[config.mk]
export PLATFORM = sky130hd
export DESIGN_NAME = reg_file_16x16
export DESIGN_NICKNAME = d
export VERILOG_FILES = /design/src/rtl/rf_pkg.sv /design/src/rtl/rf_row.sv /design/src/rtl/reg_file_16x16.sv
export SDC_FILE = /design/constraint.sdc
export NUM_CORES = 1
export LEC_CHECK = 0
export ABC_AREA = 1
export BUFFER_PORTS_ARGS = -buffer_cell sky130_fd_sc_hd__buf_2
export CORE_MARGIN = 2
export CORE_UTILIZATION = 35
export CTS_CLUSTER_SIZE = 14
export DETAILED_ROUTE_END_ITERATION = 6
export GPL_ROUTABILITY_DRIVEN = 0
export RECOVER_POWER = 50
export SLEW_MARGIN = 20
export SYNTH_ARGS = -nofsm -noshare
export SYNTH_HDL_FRONTEND = slang
export SYNTH_SLANG_ARGS = --single-unit
[constraint.sdc]
create_clock -name clk -period 10.1 [get_ports clk]
set_input_delay 0.505 -clock clk [delete_from_list [all_inputs] [get_ports clk]]
set_output_delay 0.505 -clock clk [all_outputs]
set_load 0.05 [all_outputs]
[src/rtl/rf_pkg.sv]
`timescale 1ns/100ps
`default_nettype none
// ============================================================================
//  Module   : rf_pkg
//  Brief    : Shared sizing constants and wordline legality check for the
//             16x16 register file and its write decoder.
//  Revision : 1.0 - initial release
// ============================================================================
package rf_pkg;

    localparam int DATA_W    = 16;
    localparam int NUM_REGS  = 16;
    localparam int REG_IDX_W = 4;

    localparam logic [REG_IDX_W-1:0] R0_IDX = 4'd0;

    // A wordline is legal when it has at most one bit set (all-zero means
    // "no write"). Returns 1 for legal, 0 for multi-hot.
    function automatic logic is_onehot16(input logic [15:0] wl);
        logic [4:0] cnt;
        cnt = '0;
        for (int i = 0; i < 16; i++) begin
            cnt = cnt + {4'b0000, wl[i]};
        end
        return (cnt <= 5'd1);
    endfunction

endpackage
`default_nettype wire

[src/rtl/rf_row.sv]
`timescale 1ns/100ps
`default_nettype none
// ============================================================================
//  Module   : rf_row
//  Brief    : One register-file row: a W-bit register with write enable and
//             asynchronous active-high clear.
//  Revision : 1.0 - initial release
// ============================================================================
module rf_row #(
    parameter int W = 16
) (
    input  logic         clk,
    input  logic         rst,
    input  logic         i_we,
    input  logic [W-1:0] i_d,
    output logic [W-1:0] o_q
);

    logic [W-1:0] r_q;

    // Row storage: cleared immediately on reset, loaded when enabled.
    always_ff @(posedge clk or posedge rst) begin
        if (rst) begin
            r_q <= '0;
        end else if (i_we) begin
            r_q <= i_d;
        end
    end

    assign o_q = r_q;

endmodule
`default_nettype wire

[src/rtl/reg_file_16x16.sv]
`timescale 1ns/100ps
`default_nettype none
// ============================================================================
//  Module   : reg_file_16x16
//  Brief    : 16-entry register file driven by a one-hot write wordline.
//             Two combinational read ports with write-to-read bypass, R0
//             hardwired to zero, sticky flag for multi-hot wordlines.
//  Revision : 1.0 - initial release
// ============================================================================
module reg_file_16x16 #(
    parameter int DATA_W   = rf_pkg::DATA_W,
    parameter int NUM_REGS = rf_pkg::NUM_REGS
) (
    input  logic                           clk,
    input  logic                           rst,
    input  logic [NUM_REGS-1:0]            Wordline,
    input  logic [DATA_W-1:0]              DstData,
    input  logic [rf_pkg::REG_IDX_W-1:0]   SrcReg1,
    input  logic [rf_pkg::REG_IDX_W-1:0]   SrcReg2,
    output logic [DATA_W-1:0]              SrcData1,
    output logic [DATA_W-1:0]              SrcData2,
    output logic                           WlError
);

    import rf_pkg::*;

    logic                  w_legal;
    logic [DATA_W-1:0]     w_regs [NUM_REGS];
    logic                  r_wl_error;

    // A multi-hot wordline suppresses both the write and the bypass.
    assign w_legal = is_onehot16(Wordline);

    // R0 has no storage.
    assign w_regs[0] = '0;

    generate
        for (genvar k = 1; k < NUM_REGS; k++) begin : g_row
            rf_row #(
                .W    (DATA_W)
            ) u_row (
                .clk  (clk),
                .rst  (rst),
                .i_we (Wordline[k] & w_legal),
                .i_d  (DstData),
                .o_q  (w_regs[k])
            );
        end
    endgenerate

    // Sticky error: set by any multi-hot wordline, cleared only by reset.
    always_ff @(posedge clk or posedge rst) begin
        if (rst) begin
            r_wl_error <= 1'b0;
        end else if (!w_legal) begin
            r_wl_error <= 1'b1;
        end
    end

    assign WlError = r_wl_error;

    // Read port 1: zero for R0, bypass the in-flight write, else array.
    always_comb begin
        SrcData1 = w_regs[SrcReg1];
        if (SrcReg1 == R0_IDX) begin
            SrcData1 = '0;
        end else if (Wordline[SrcReg1] && w_legal) begin
            SrcData1 = DstData;
        end
    end

    // Read port 2: same selection rules, independent of port 1.
    always_comb begin
        SrcData2 = w_regs[SrcReg2];
        if (SrcReg2 == R0_IDX) begin
            SrcData2 = '0;
        end else if (Wordline[SrcReg2] && w_legal) begin
            SrcData2 = DstData;
        end
    end

endmodule
`default_nettype wire

# After elaboration in Yosys (flattened, before gate mapping)
# Cells that the tools add are included.
# totals
word_cells	71
romBits	0
out_inout_bits	33
input_bits	42
latch_bits	0
register_bits	241
mem_count	0
ramBits	0
# op_classes
n_eq_ne	0
n_lt_le_gt_ge	5
n_reduce_logical	4
n_mul	0
addsub	15
div	0
bitwise	17
n_mux	14
shifts	0
# op_table
operator	n
binary-select mux 16 bit (select 4 bit)	2
two-way mux 16 bit	8
adder 5 x 1 -> 5 bit	11
AND 1 bit	15
greater-or-equal comparator 5 bit, second input constant	2
less-than comparator 4 x 5 -> 1 bit, second input constant	2
inverter 4 -> 5 bit	2
binary-select mux 1 bit (select 4 bit)	2
zero test 4 bit	2
adder 4 x 1 -> 5 bit	1
<= comparator 5 x 1 -> 1 bit, second input constant	1
adder 3 x 1 -> 4 bit	1
adder 2 x 1 -> 3 bit	1
adder 1 x 1 -> 2 bit	1
logical AND 1 bit	2
two-way mux 1 bit	2

# Logic depth before layout (Yosys ltp)
# logic_depth
ltp_word	19
mapped_depth	18
ltp_nobuf	17

# Modules after synthesis
# Synthesis repeated with hierarchy kept, for this count alone.
# hier_totals
hier_cells	2430
hier_area_um2	16125.5
# modules_own_cells
module	cells_per_inst	seq_area_each_um2	area_each_um2	n_inst
rf_row	69	400.4	648.1	15
reg_file_16x16	1395	25.0	6403.6	1

# Worst setup path before layout
# No wires, ideal clock.
# synth_path
path_kind	input to output
start	input Wordline[5]
end	output SrcData1[0]
required_ns	9.595
arrival_time_ns	4.665
path_buffers	2
cell_stages	17
path_slack_ns	4.930
path_cell_list	fa_1 inv_1 fa_1 fa_1 fa_1 inv_1 ha_1 inv_1 fa_1 nand2_1 a211oi_2 nand2_1 inv_2 buf_6 buf_2 a21oi_1 nor2_1
# synth_via
elab_chain_len	15
word_cells_on_any_way	17
cone_classes	add/sub: 11; order compare: 1; mux: 4; reduce/logical: 1
# synth_lines
element	line_no	rtl
start: declaration	reg_file_16x16.sv:16	input logic [NUM_REGS-1:0] Wordline,
adder 5 x 1 -> 5 bit (11 in series)	rf_pkg.sv:23	cnt = cnt + {4'b0000, wl[i]};
<= comparator 5 x 1 -> 1 bit	rf_pkg.sv:25	return (cnt <= 5'd1);
logical AND 1 bit (*)	reg_file_16x16.sv:67	end else if (Wordline[SrcReg1] && w_legal) begin
two-way mux 16 bit (*)	reg_file_16x16.sv:67	
two-way mux 16 bit (*)	reg_file_16x16.sv:65	if (SrcReg1 == R0_IDX) begin
end: declaration	reg_file_16x16.sv:20	output logic [DATA_W-1:0] SrcData1,
# Every way passes the cells marked *; elsewhere a longest branch is shown, timed or not. The select of a mux whose other input is x is not followed.

# Final worst setup path
# layout_path
start	input Wordline[11]
end	output SrcData2[11]
# layout_via
elab_chain_len	9
word_cells_on_any_way	11
cone_classes	add/sub: 5; order compare: 1; mux: 4; reduce/logical: 1
# layout_lines
element	line_no	rtl
adder 5 x 1 -> 5 bit (5 in series)	rf_pkg.sv:23	
<= comparator 5 x 1 -> 1 bit	rf_pkg.sv:25	
logical AND 1 bit (*)	reg_file_16x16.sv:77	end else if (Wordline[SrcReg2] && w_legal) begin
two-way mux 16 bit (*)	reg_file_16x16.sv:77	
two-way mux 16 bit (*)	reg_file_16x16.sv:75	if (SrcReg2 == R0_IDX) begin
end: declaration	reg_file_16x16.sv:21	output logic [DATA_W-1:0] SrcData2,
# Marks and branches as above.

==> reports/qor.txt <==
Status -> finished, violations left
Failing checks -> capacitance limit, slew limit
Endpoint class of the critical path -> output pin
First-pass GRT wire length -> 83400 µm
Die X -> 210 µm
RSZ-0062 raised after global routing -> false
Clock-pin slew on the worst setup and hold paths -> 0.06 ns
Setup WS post-layout -> 2.44 ns
Syn nets -> 2225
Top_reg_cell synth -> dfrtp_1
H-tree Lvls -> 1
Num CTS Buffers -> 28
WS Path Type -> input pin to output pin
Final Hold Viols -> 0
Synth cell types -> 29
Pwr dens -> 314 nW/µm²
Tcrit/Tclk final -> 0.759
Area leader, netlist -> dfrtp_1
Synthesized area -> 14800 µm²
Final setup viols -> 0
Grt ovf -> 0
Core Region -> 41900 µm²
Most frequent cell after synthesis -> nand2_1
Post-synth EDFFs -> 0
Antenna violations before repair -> 0
Vias -> 14700
Reg2reg start -> WlError
Hold slack final -> 0.442 ns
Max-Cap Viols -> 3
TritonCTS clock tree -> built
Vias/cell -> 5.49
# diodes -> 0
CTS Root Cell -> clkbuf_16
Slew Limit Fails -> 266
Initial core utilization -> 0.353
Initial DRT Pass Iterations -> 6
Top cells by area, synth -> dfrtp_1 41%, nand2_1 22%, nand3_1 14%
IO buf count -> 74
Yosys top cell area share -> 0.408
Post-Syn Instances -> 2168
Post-CTS setup buffer count -> 0
Clock sinks -> 241
Leak -> 7.76 nW
Vias in the first global route -> 13900
Starting DRT DRC Count -> 1431
Die Area -> 43900 µm²
#FFs+latches synth -> 241
Layout area overhead -> 7.31%
Worst hold path class -> input pin to flip-flop
Max Fclk -> 131 MHz
Residual DRC count -> 0
CP startpoint -> Wordline[11]
I/O pin count -> 75
Rel. slew slack -> -2.04
Number of hold buffers added after cts -> 0
Synth cell count leaders -> 881 x nand2_1, 411 x nand3_1, 241 x dfrtp_1
Req. time, crit path -> 9.60 ns
DP Wirelength -> 29100 µm
Hold_sp -> DstData[6]
Largest net degree at the start of global routing -> 145
FILL cells -> 4444
Max IR drop VDD -> 0.142 mV
Fraction of registers with async set or reset after synthesis -> 1.00
CP max FO -> 31
Final layout net count -> 2170
Synth warn -> 0
Worst endpoint data arrival time -> 7.16 ns
Bufs on Longest Clock Path -> 3
Row count -> 75
Average size of a mapped cell -> 6.82 µm²
Power Total -> 4.99 mW
Gr usage total -> 0.246
Pre-CTS WS -> 3.80 ns
Setup TNS -> 0 ns
Worst-Margin Slew -> 4.56 ns
Sequential fraction of the synthesis area -> 0.408
Worst Setup Start Kind -> input pin
Worst-Skew Late Latency -> 0.57 ns
Wire per inst -> 20.2 µm
CTS resizes -> 0
R2R depth -> 1
Hold Path Cell Cnt -> 3
Clock Skew -> 0 ns
Layout cells sized above 1 -> 0.0736
Tmin final -> 7.66 ns
Post-route ant nets -> 0
Die height -> 210 µm
Post-Route WL -> 53900 µm
## kinds of logic after synthesis
group / share of synthesized area
AND/OR/NAND/NOR: 0.396
AO/OA/AOI/OAI: 0.0946
flip-flops: 0.408
adder cells (fa/ha/maj): 0.0178
buffers and inverters: 0.0834
## layout make-up
cell class                 instances  area, µm²  area share
inverter                          71        273      0.0172
tap                              539        674      0.0425
clock buffer                      42        843      0.0531
multi-input combinational       1681       7500       0.472
clock inverter                     8       65.1     0.00410
timing repair buffer              90        487      0.0307
sequential                       241       6030       0.380
## worst max-delay path, cell delays in order
cell,delay (ns)
clkbuf_1,0.24
fa_1,0.46
fa_1,0.49
inv_1,0.06
fa_1,0.52
fa_1,0.41
inv_1,0.06
ha_1,0.15
inv_1,0.06
fa_1,0.55
nand2_1,0.06
a211oi_1,0.20
nand2_1,0.10
inv_1,0.77
clkbuf_1,1.25
nand3_4,0.55
nand2_1,0.19
nand2_1,0.06
nor2_1,0.12
buf_2,0.31
## power breakdown
part | total [mW] | internal, mW | switching [mW]
sequential | 1.76 | 1.43 | 0.330
clock | 1.00 | 0.575 | 0.427
combinational | 2.23 | 0.616 | 1.61
## worst paths after layout
check | slack (ns) | end
worst max-delay path | 2.44 | SrcData2[11]
worst min-delay path | 0.44 | g_row[8].u_row.o_q[6]
worst max register to register | 9.25 | WlError
worst min register to register | 0.49 | g_row[2].u_row.o_q[14]
max in group asynchronous | 3.88 | g_row[9].u_row.o_q[4]
min in group asynchronous | 1.25 | g_row[3].u_row.o_q[15]
## metal layers
layer	share of wire	vias up	routed length [µm]	global-route usage
met5	0	-	0	0
met4	0.039	0	2120	0.114
met3	0.090	142	4870	0.0420
met2	0.47	731	25100	0.404
met1	0.40	6880	21800	0.318
li1	-	6907	-	-
## per-stage QoR
| stage | instance area, µm² | utilization | std cells |
|---|---|---|---|
| 6_report | 15900 | 0.379 | 2672 |
| 3_3_place_gp | 15000 | 0.359 | 2622 |
| 5_1_grt | 15900 | 0.379 | 2672 |
| 4_1_cts | 15900 | 0.381 | 2672 |
| 2_1_floorplan | 14800 | - | 2168 |
| 3_5_place_dp | 15000 | 0.359 | 2622 |
## sequential cells by signal (all words and copies together) (netlist names)
name and flops:
g_row.u_row.o_q 240, WlError 1
## cells in the final DEF, fill, tap and decap left out, drive strengths merged, types with 8 or more instances in the layout
cell / count
inv: 70
buf: 86
nand2: 896
fa: 10
nor2: 73
nand3: 415
clkinv: 8
clkbuf: 46
dfrtp: 241
a21oi: 24
o21ai: 250
No activity file was read; power rests on OpenSTA's default activity.
